$ cat config.mk
export PLATFORM = sky130hd
export DESIGN_NAME = calc_mailbox
export DESIGN_NICKNAME = d
export VERILOG_FILES = /design/src/rtl/calc_pkg.sv /design/src/rtl/mbx_fifo.sv /design/src/rtl/calc_mailbox.sv
export SDC_FILE = /design/constraint.sdc
export NUM_CORES = 1
export LEC_CHECK = 0
export BUFFER_PORTS_ARGS = -buffer_cell sky130_fd_sc_hd__buf_2
export CAP_MARGIN = 15
export CORE_MARGIN = 2
export CORE_UTILIZATION = 60
export CTS_BUF_LIST = sky130_fd_sc_hd__clkbuf_2
export DETAILED_ROUTE_END_ITERATION = 10
export PLACE_DENSITY_LB_ADDON = 0.05
export SLEW_MARGIN = 0
export SYNTH_ARGS = -nofsm -noshare
export SYNTH_HDL_FRONTEND = slang
export SYNTH_HIERARCHICAL = 1
export SYNTH_SLANG_ARGS = --single-unit
$ cat constraint.sdc
create_clock -name hz100 -period 8.04 [get_ports hz100]
set_input_delay 1.206 -clock hz100 [delete_from_list [all_inputs] [get_ports hz100]]
set_output_delay 1.206 -clock hz100 [all_outputs]
set_load 0.05 [all_outputs]
$ cat src/rtl/calc_pkg.sv
// Shared types and constants for the calculator mailbox.
// Latency: n/a (package only).
// Backpressure: n/a (package only).
// Contents: mbx_state_t controller states, the three accepted operand/opcode
// write addresses, and a helper that recognises them.
package calc_pkg;

    typedef enum logic [1:0] {
        IDLE  = 2'd0,
        DRAIN = 2'd1,
        RUN   = 2'd2,
        DONE  = 2'd3
    } mbx_state_t;

    localparam logic [31:0] ADDR_OP1    = 32'd220;
    localparam logic [31:0] ADDR_OP2    = 32'd224;
    localparam logic [31:0] ADDR_OPCODE = 32'd228;

    // True for the only addresses the mailbox forwards to data memory.
    function automatic logic is_mbx_addr(input logic [31:0] addr);
        return (addr == ADDR_OP1) || (addr == ADDR_OP2) || (addr == ADDR_OPCODE);
    endfunction

endpackage

$ cat src/rtl/mbx_fifo.sv
// Generic synchronous FIFO holding pending mailbox writes.
// Latency: dout shows the head entry combinationally; push visible one cycle later.
// Backpressure: push into a full FIFO is ignored unless a pop happens in the same cycle.
// Ports: clk/reset (sync, active-high), push/din, pop/dout, full, empty.
module mbx_fifo #(
    parameter int DEPTH = 4,
    parameter int WIDTH = 64
) (
    input  logic             clk,
    input  logic             reset,
    input  logic             push,
    input  logic [WIDTH-1:0] din,
    input  logic             pop,
    output logic [WIDTH-1:0] dout,
    output logic             full,
    output logic             empty
);
    localparam int AW = $clog2(DEPTH);
    localparam logic [AW:0] FULL_CNT = (AW + 1)'(DEPTH);

    logic [WIDTH-1:0] mem [DEPTH];
    logic [AW-1:0]    wr_ptr;
    logic [AW-1:0]    rd_ptr;
    logic [AW:0]      count;
    logic             do_push;
    logic             do_pop;

    assign empty   = (count == '0);
    assign full    = (count == FULL_CNT);
    assign do_pop  = pop && !empty;
    // A full FIFO still accepts a push when the head leaves in the same cycle.
    assign do_push = push && (!full || do_pop);
    assign dout    = mem[rd_ptr];

    always_ff @(posedge clk) begin
        if (do_push) begin
            mem[wr_ptr] <= din;
        end
    end

    // Pointers wrap naturally because DEPTH is a power of two.
    always_ff @(posedge clk) begin
        if (reset) begin
            wr_ptr <= '0;
            rd_ptr <= '0;
            count  <= '0;
        end else begin
            if (do_push) begin
                wr_ptr <= wr_ptr + 1'b1;
            end
            if (do_pop) begin
                rd_ptr <= rd_ptr + 1'b1;
            end
            case ({do_push, do_pop})
                2'b10:   count <= count + 1'b1;
                2'b01:   count <= count - 1'b1;
                default: count <= count;
            endcase
        end
    end

endmodule

$ cat src/rtl/calc_mailbox.sv
// Mailbox between the calculator front end and the CPU: queues operand writes, drains them to data memory, runs the CPU and captures its result.
// Latency: write edge -> mem_wr_en two cycles later when the memory port is free; run edge -> cpu_run next cycle (empty queue).
// Backpressure: cpu_mem_busy stalls draining; writes arriving at a full queue are dropped and flagged on overflow.
// Ports: hz100 clock, reset (sync, active-high); fpga_wr_* write request; fpga_run_req run request;
// cpu_mem_busy/cpu_done/result_in from the CPU; mem_* write port; cpu_run, result_out/result_valid,
// timeout, overflow, busy status.
// Optional: define CALC_MAILBOX_TIMEOUT_EN to abort runs after RUN_TIMEOUT cycles (sets timeout).
module calc_mailbox
    import calc_pkg::*;
#(
    parameter int FIFO_DEPTH  = 4,
    parameter int RUN_TIMEOUT = 200
) (
    input  logic        hz100,
    input  logic        reset,
    input  logic        fpga_wr_en,
    input  logic [31:0] fpga_wr_addr,
    input  logic [31:0] fpga_wr_data,
    input  logic        fpga_run_req,
    input  logic        cpu_mem_busy,
    input  logic        cpu_done,
    input  logic [31:0] result_in,
    output logic        mem_wr_en,
    output logic [31:0] mem_addr,
    output logic [31:0] mem_wr_data,
    output logic        cpu_run,
    output logic [31:0] result_out,
    output logic        result_valid,
    output logic        timeout,
    output logic        overflow,
    output logic        busy
);

    if (FIFO_DEPTH < 2 || (FIFO_DEPTH & (FIFO_DEPTH - 1)) != 0 || RUN_TIMEOUT < 2) begin : g_bad_params
        $error("calc_mailbox: FIFO_DEPTH must be a power of 2 >= 2 and RUN_TIMEOUT >= 2");
    end

    mbx_state_t  state;
    mbx_state_t  next_state;

    logic        wr_en_q;
    logic        run_req_q;
    logic        wr_edge;
    logic        run_edge;
    logic        addr_ok;
    logic        fifo_full;
    logic        fifo_empty;
    logic [63:0] fifo_dout;
    logic        push;
    logic        pop;
    logic        drop;
    logic        enter_clear;
    logic        time_up;

    assign wr_edge  = fpga_wr_en && !wr_en_q;
    assign run_edge = fpga_run_req && !run_req_q;
    assign addr_ok  = is_mbx_addr(fpga_wr_addr);
    assign push     = wr_edge && addr_ok && (!fifo_full || pop);
    assign drop     = wr_edge && addr_ok && fifo_full && !pop;

    mbx_fifo #(
        .DEPTH (FIFO_DEPTH),
        .WIDTH (64)
    ) u_fifo (
        .clk   (hz100),
        .reset (reset),
        .push  (push),
        .din   ({fpga_wr_addr, fpga_wr_data}),
        .pop   (pop),
        .dout  (fifo_dout),
        .full  (fifo_full),
        .empty (fifo_empty)
    );

    // State register.
    always_ff @(posedge hz100) begin
        if (reset) begin
            state <= IDLE;
        end else begin
            state <= next_state;
        end
    end

    // Next-state logic.
    always_comb begin
        next_state = state;
        unique case (state)
            IDLE: begin
                if (run_edge) begin
                    next_state = fifo_empty ? RUN : DRAIN;
                end
            end
            DRAIN: begin
                // Wait for the last memory write to leave before starting the CPU.
                if (fifo_empty && !mem_wr_en) begin
                    next_state = RUN;
                end
            end
            RUN: begin
                if (cpu_done || time_up) begin
                    next_state = DONE;
                end
            end
            DONE: begin
                if (!fpga_run_req) begin
                    next_state = IDLE;
                end
            end
            default: next_state = IDLE;
        endcase
    end

    // Output / control decode.
    always_comb begin
        pop         = !fifo_empty && !cpu_mem_busy && (state == IDLE || state == DRAIN);
        busy        = (state != IDLE) || !fifo_empty;
        enter_clear = (state != next_state) && (next_state == DRAIN || next_state == RUN);
    end

`ifdef CALC_MAILBOX_TIMEOUT_EN
    localparam int CW = $clog2(RUN_TIMEOUT);

    logic [CW-1:0] run_cnt;

    // Held at zero outside RUN, so every run starts counting from zero.
    always_ff @(posedge hz100) begin
        if (reset || state != RUN) begin
            run_cnt <= '0;
        end else begin
            run_cnt <= run_cnt + 1'b1;
        end
    end

    assign time_up = (state == RUN) && (run_cnt == CW'(RUN_TIMEOUT - 1));

    // cpu_done on the final cycle wins over the abort.
    always_ff @(posedge hz100) begin
        if (reset || enter_clear) begin
            timeout <= 1'b0;
        end else if (time_up && !cpu_done) begin
            timeout <= 1'b1;
        end
    end
`else
    assign time_up = 1'b0;
    assign timeout = 1'b0;
`endif

    always_ff @(posedge hz100) begin
        if (reset) begin
            wr_en_q      <= 1'b0;
            run_req_q    <= 1'b0;
            mem_wr_en    <= 1'b0;
            mem_addr     <= '0;
            mem_wr_data  <= '0;
            cpu_run      <= 1'b0;
            result_out   <= '0;
            result_valid <= 1'b0;
            overflow     <= 1'b0;
        end else begin
            wr_en_q   <= fpga_wr_en;
            run_req_q <= fpga_run_req;

            mem_wr_en <= pop;
            if (pop) begin
                {mem_addr, mem_wr_data} <= fifo_dout;
            end

            // Registered from next_state so cpu_run lines up exactly with RUN.
            cpu_run <= (next_state == RUN);

            if (enter_clear) begin
                result_valid <= 1'b0;
            end else if (state == RUN && cpu_done) begin
                result_out   <= result_in;
                result_valid <= 1'b1;
            end

            // A drop in the same cycle as a run edge stays visible.
            if (drop) begin
                overflow <= 1'b1;
            end else if (run_edge) begin
                overflow <= 1'b0;
            end
        end
    end

endmodule

Yosys cells after proc, flatten, opt, wreduce, memory -nomap -nowiden
Memory sizes are Yosys's and may differ from the RTL's. A register that Yosys moved wholly into a read port is not among the register bits.
Cells that the tools add are included.
{ "word_totals": {"register_bits": 47, "mem_bits_rw": 256, "in_bits": 102, "mem_count": 1} }
{ "memory_table": {"columns": ["memory", "words", "width", "read_ports", "rd_clocked_by_memory_dff", "wr", "line_no", "source"], "rows": [
  ["u_fifo.mem", 4, 64, 1, 1, 1, "mbx_fifo.sv:21", "logic [WIDTH-1:0] mem [DEPTH];"]
]} }
{ "classes": {"addsub": 4, "n_eq_ne": 12, "mux": 11, "bitwise_logic": 1, "reduce_logical": 34} }
{ "ops": {"columns": ["op", "count"], "rows": [
  ["equality test 32 x 8 -> 1 bit, second input constant", 3],
  ["logical AND 1 bit", 13],
  ["2-to-1 mux 2 bit", 5],
  ["equality test 2 bit, second input constant", 4],
  ["one-hot mux 2 bit (4 select lines)", 1],
  ["zero test 1 bit", 7],
  ["logical OR 1 bit", 7],
  ["equality test 2 x 1 -> 1 bit, second input constant", 3],
  ["one-hot mux 3 bit (2 select lines)", 1],
  ["nonzero test 2 bit", 3],
  ["adder 2 x 1 -> 2 bit, second input constant", 2],
  ["2-to-1 mux 1 bit", 4],
  ["adder 3 x 1 -> 3 bit, second input constant", 1],
  ["equality test 3 bit, second input constant", 1],
  ["zero test 3 bit", 1],
  ["subtractor 3 x 1 -> 3 bit, second input constant", 1],
  ["zero test 2 bit", 1],
  ["inequality test 2 bit", 1],
  ["AND reduction 2 bit", 1],
  ["OR reduction 2 bit", 1],
  ["NOT 1 bit", 1]
]} }

Longest topological paths before layout
{ "logic_depth": {"depth_word": 9, "ltp_mapped": 11, "ltp_nobuf": 9} }

Hierarchy
The synthesis kept the hierarchy.
{ "by_module_without_submodules": {"columns": ["module", "n_inst", "cells_per_inst", "area_per_inst_um2"], "rows": [
  ["mbx_fifo", 1, 393, 9745.6],
  ["calc_mailbox", 1, 475, 3803.6]
]} }

Worst setup path after synthesis
OpenSTA, ideal clock, no wires.
{ "synth_path": {"kind": "in2reg", "start": "in fpga_wr_addr[9]", "end": "mem u_fifo.mem[0][0], enable pin", "setup_ps": 429, "arrival_time_ps": 4325, "slack_ps": 3287, "path_stages": 7, "n_path_buf": 1, "path_cell_list": "or4_4 nor4_2 nand4_1 nor3b_2 buf_2 nor2b_1 and2_1"} }
{ "synth_between": {"elab_chain_len": 8} }
{ "synth_lines": {"columns": ["element", "line_no", "source"], "rows": [
  ["from (decl)", "calc_mailbox.sv:17", "input logic [31:0] fpga_wr_addr,"],
  ["equality test 32 x 8 -> 1 bit", "calc_pkg.sv:21", "return (addr == ADDR_OP1) || (addr == ADDR_OP2) || (addr == ADDR_OPCODE);"],
  ["logical OR 1 bit", "calc_pkg.sv:21", null],
  ["logical OR 1 bit (*)", "calc_pkg.sv:21", null],
  ["logical AND 1 bit (*) (2 in series)", "calc_mailbox.sv:58", "assign push = wr_edge && addr_ok && (!fifo_full || pop);"],
  ["via push", "calc_mailbox.sv:49", "logic push;"],
  ["logical AND 1 bit (*)", "mbx_fifo.sv:32", "assign do_push = push && (!full || do_pop);"],
  ["2-to-1 mux 1 bit (*)", "mbx_fifo.sv:36", "if (do_push) begin"],
  ["2-to-1 mux 1 bit (implied by the code) (*)", "mbx_fifo.sv:37", "mem[wr_ptr] <= din;"],
  ["to (decl)", "mbx_fifo.sv:21", null]
]} }
Mark *: on every way through the listed nets, which the timed path passes. The rest lies on a longest branch.

Worst setup path after layout
{ "layout_path": {"start": "in fpga_wr_addr[15]", "end": "mem u_fifo.mem[2][59], enable pin"} }
The elaborated chain is that of the path after synthesis.

==> results.md <==
* Cells after Synth at 868
* Maxcap violations at 0
* Metal-1 WL at 10.7 mm
* Cts bufs inserted at 88
* Vias per cell at 5.42
* Dpl cells at 1301
* Status: finished, final reports clean
* Top sig layer: met5
* Combinational group share of total power at 0.035
* Post-synth EDFFs at 256
* Post-CTS Resized at 0
* Most common cell after layout, fill and taps aside: edfxtp_1
* Switching Power at around 0.79 mW
* Post-Syn Nets at 976
* Clock power share at 0.375
* Primary FF master, synth: edfxtp_1
* Worst setup path start: fpga_wr_addr[15]
* Most frequent cells in the layout: edfxtp_1, buf_2, nand2_1
* CP Class: input port to register
* # nets final at approximately 1200
* DP HPWL at 14.8 mm
* Cells along the critical path: buf_2, or4b_1, nor4_1, nand4_1, nor3b_2, nor2b_1, and2_4
* Fraction of layout cells with a size suffix above 1 at 0.367
* Worst R2R Start: u_fifo/count[0]$_SDFFE_PP0P_
* CP max FO at 64
* Grt ovf at 0
* Die area at 23800 um^2
* Leak at 5.64 nW
* Port bufs at 202
* Drt first pass iters at 5
* Initial Util at 0.615
* Syn_area_per_cell at 15.6 um^2
* Clk root buf: clkbuf_2
* Vias in the first global route at between 8000 and 9000
* CTS tree: yes
* Setup TNS at 0 ns
* Met3 Routed Length at 1.47 mm
* Clock Latency Late Sink at approximately 0.88 ns
* Final Max Tran Viols at 0
* Asr flop ratio synth at 0
* Crit-path leading delay family: simple AND/OR/NAND/NOR gates
* Slew @ Worst Pin at 1.06 ns
* Yosys warns at 6
* CP peak stage delay at 0.91 ns
* Critical Path RT at 8.47 ns
* Hold Startpoint: mem_addr[20]$_SDFFE_PP0P_
* First-pass GRT wire length at roughly 42 mm
* Iter 0 DRT Violations at 491
* Max Buffers Root-to-Sink at 3
* Max transition margin at 0.291
* Min Clock Period, post-route at between 4 and 5 ns
* Num ports at 204
* GRT Total Usage at 0.225
* Non-Filler Instances at around 1500
* Seq/Total Area, Yosys at 0.734
* Crit. End Element: register
* Sink Count at 369
* Synth unique cells at between 40 and 50
* Chip Height at 154 um
* Slowest cell on crit path: and2_4
* Met2 wire length at ~14 mm
* Sw Share at 0.228
* CP Buf/Inv Count at 1
* Sequential share of power at 0.590
* Seq cells post-synth at 369
* DRC viols at 0
* Area of the core at 22000 um^2
* Maximum vdd drop at 0.119 mV
* Max Freq at 250 MHz
* Final hold violations at 0
* Syn-to-layout area delta at 15.3%
* RePlAce Congestion at 0.739
* DR WL/cell at 17.8 um
* Post-route ant nets at 0
* Netlist Area Pre-Place at 13500 um^2
* Fill cell count at 1597
* RSZ-0062 raised after global routing: no
* Antenna violations before repair at 5
* Startpoint types: input port
* Row cnt at 54
* Largest net degree at the start of global routing at 88
* Min-delay worst type: register to register
* Internal power at 2.67 mW
* Pwr dens at roughly 220 nW/um^2
* DRT Wirelength at around 26 mm
* Fin Clk Skew at 0.0739 ns
* Final worst-path cycle share at 0.498
* Post-CTS Setup Bufs at 0
* Vias at 7979
* H-tree levels at 3
* Clock slew at reported path FFs at around 0.090 ns
* DIE WIDTH at 154 um
* WP data arrival at 4.44 ns
* Total power at 3.46 mW
* Post-CTS Hold Buffers at 0
* Final setup viols at 0
worst reg2reg max path, delay by kind of cell (launching register included):
kind / cells / cell delay (ns)
AOI/OAI and AO/OA: 2 / 0.59
adders and majority gates: 1 / 0.38
buffers and inverters: 2 / 0.85
DFF: 1 / 0.52
muxes: 1 / 0.34
and+or+nand+nor: 4 / 1.16
kinds of logic after synthesis:
kind of cell,share of synthesized area
adder cells (fa/ha/maj),0.00609
flip-flops,0.734
XOR/XNOR,0.00323
AO/OA/AOI/OAI,0.0430
AND/OR/NAND/NOR,0.0802
multiplexers,0.110
buffers and inverters,0.0233
other,0.000277
cells in the mapped netlist (2+ instances only):
cell type	number	area share
nor4_2	2	0.0018
nor2b_1	5	0.0023
nand2b_1	7	0.0032
nand3b_1	2	0.0011
clkbuf_1	22	0.0061
nor3_1	3	0.0011
inv_1	7	0.0019
mux4_2	65	0.11
nor4_1	4	0.0018
a21oi_1	96	0.035
xnor2_1	2	0.0013
buf_4	8	0.0044
edfxtp_1	256	0.57
buf_6	6	0.0050
xor2_1	3	0.0019
nand2_1	197	0.055
nand3_1	3	0.0011
buf_1	4	0.0011
nor2_1	11	0.0030
a31oi_1	2	0.00092
o21ai_1	3	0.0011
o211ai_1	2	0.0011
buf_2	12	0.0044
and2_1	5	0.0023
dfxtp_1	113	0.17
ha_1	5	0.0046
cell type report:
class                           instances  area (um^2)  share of cell area
Antenna cell                            3         7.51            0.000481
Clock buffer                          144          721              0.0461
Clock inverter                         22          200              0.0128
Inverter                                8         30.0             0.00192
Multi-Input combinational cell        439         3290               0.211
Sequential cell                       369         9960               0.637
Tap cell                              280          350              0.0224
Timing Repair Buffer                  206         1060              0.0681
metal layers:
layer / vias up / track usage
met5: - / 0
met3: 34 / 0.0611
met4: 6 / 0.0692
li1: 3775 / -
met1: 3938 / 0.284
met2: 226 / 0.388
registers in the layout, summed over array words and instances, names as in the netlist, named ones only:
name,flops
cpu_run,1
mem_addr,32
mem_wr_data,32
mem_wr_en,1
overflow,1
result_out,32
result_valid,1
run_req_q,1
state,2
u_fifo/count,3
u_fifo/mem,256
u_fifo/rd_ptr,2
u_fifo/wr_ptr,2
wr_en_q,1
through the flow:
| stage | util | instance area (um^2) | hold slack (ns) | setup WS, ns |
|---|---|---|---|---|
| final | 0.709 | 15600 | 0.455 | 4.03 |
| after global placement | 0.666 | 14700 | 0.439 | 3.30 |
| after detailed placement | 0.666 | 14700 | 0.444 | 3.22 |
| after floorplan | - | 13500 | 0.485 | 3.29 |
| after CTS | 0.708 | 15600 | 0.445 | 4.07 |
| after global routing | 0.709 | 15600 | 0.429 | 3.84 |
path summary, 6_finish.rpt:
path | end | slack (ns) | depth (start not counted)
max | u_fifo/mem[2][59]$_DFFE_PP_ | 4.03 | 7
max reg2reg | u_fifo/count[2]$_SDFFE_PP0P_ | 4.12 | 10
min | mem_addr[20]$_SDFFE_PP0P_ | 0.46 | 2
min reg2reg | mem_addr[20]$_SDFFE_PP0P_ | 0.46 | 2
power groups by stage:
stage	combinational (mW)	sequential, mW	clock, mW
finish	0.122	2.04	1.30
floorplan	0.0373	2.11	0
global route	0.132	2.04	1.44
global placement	0.118	2.08	0
detailed placement	0.120	2.08	0
CTS	0.120	2.04	1.34
Note: power is estimated with default switching activity, not from simulation.
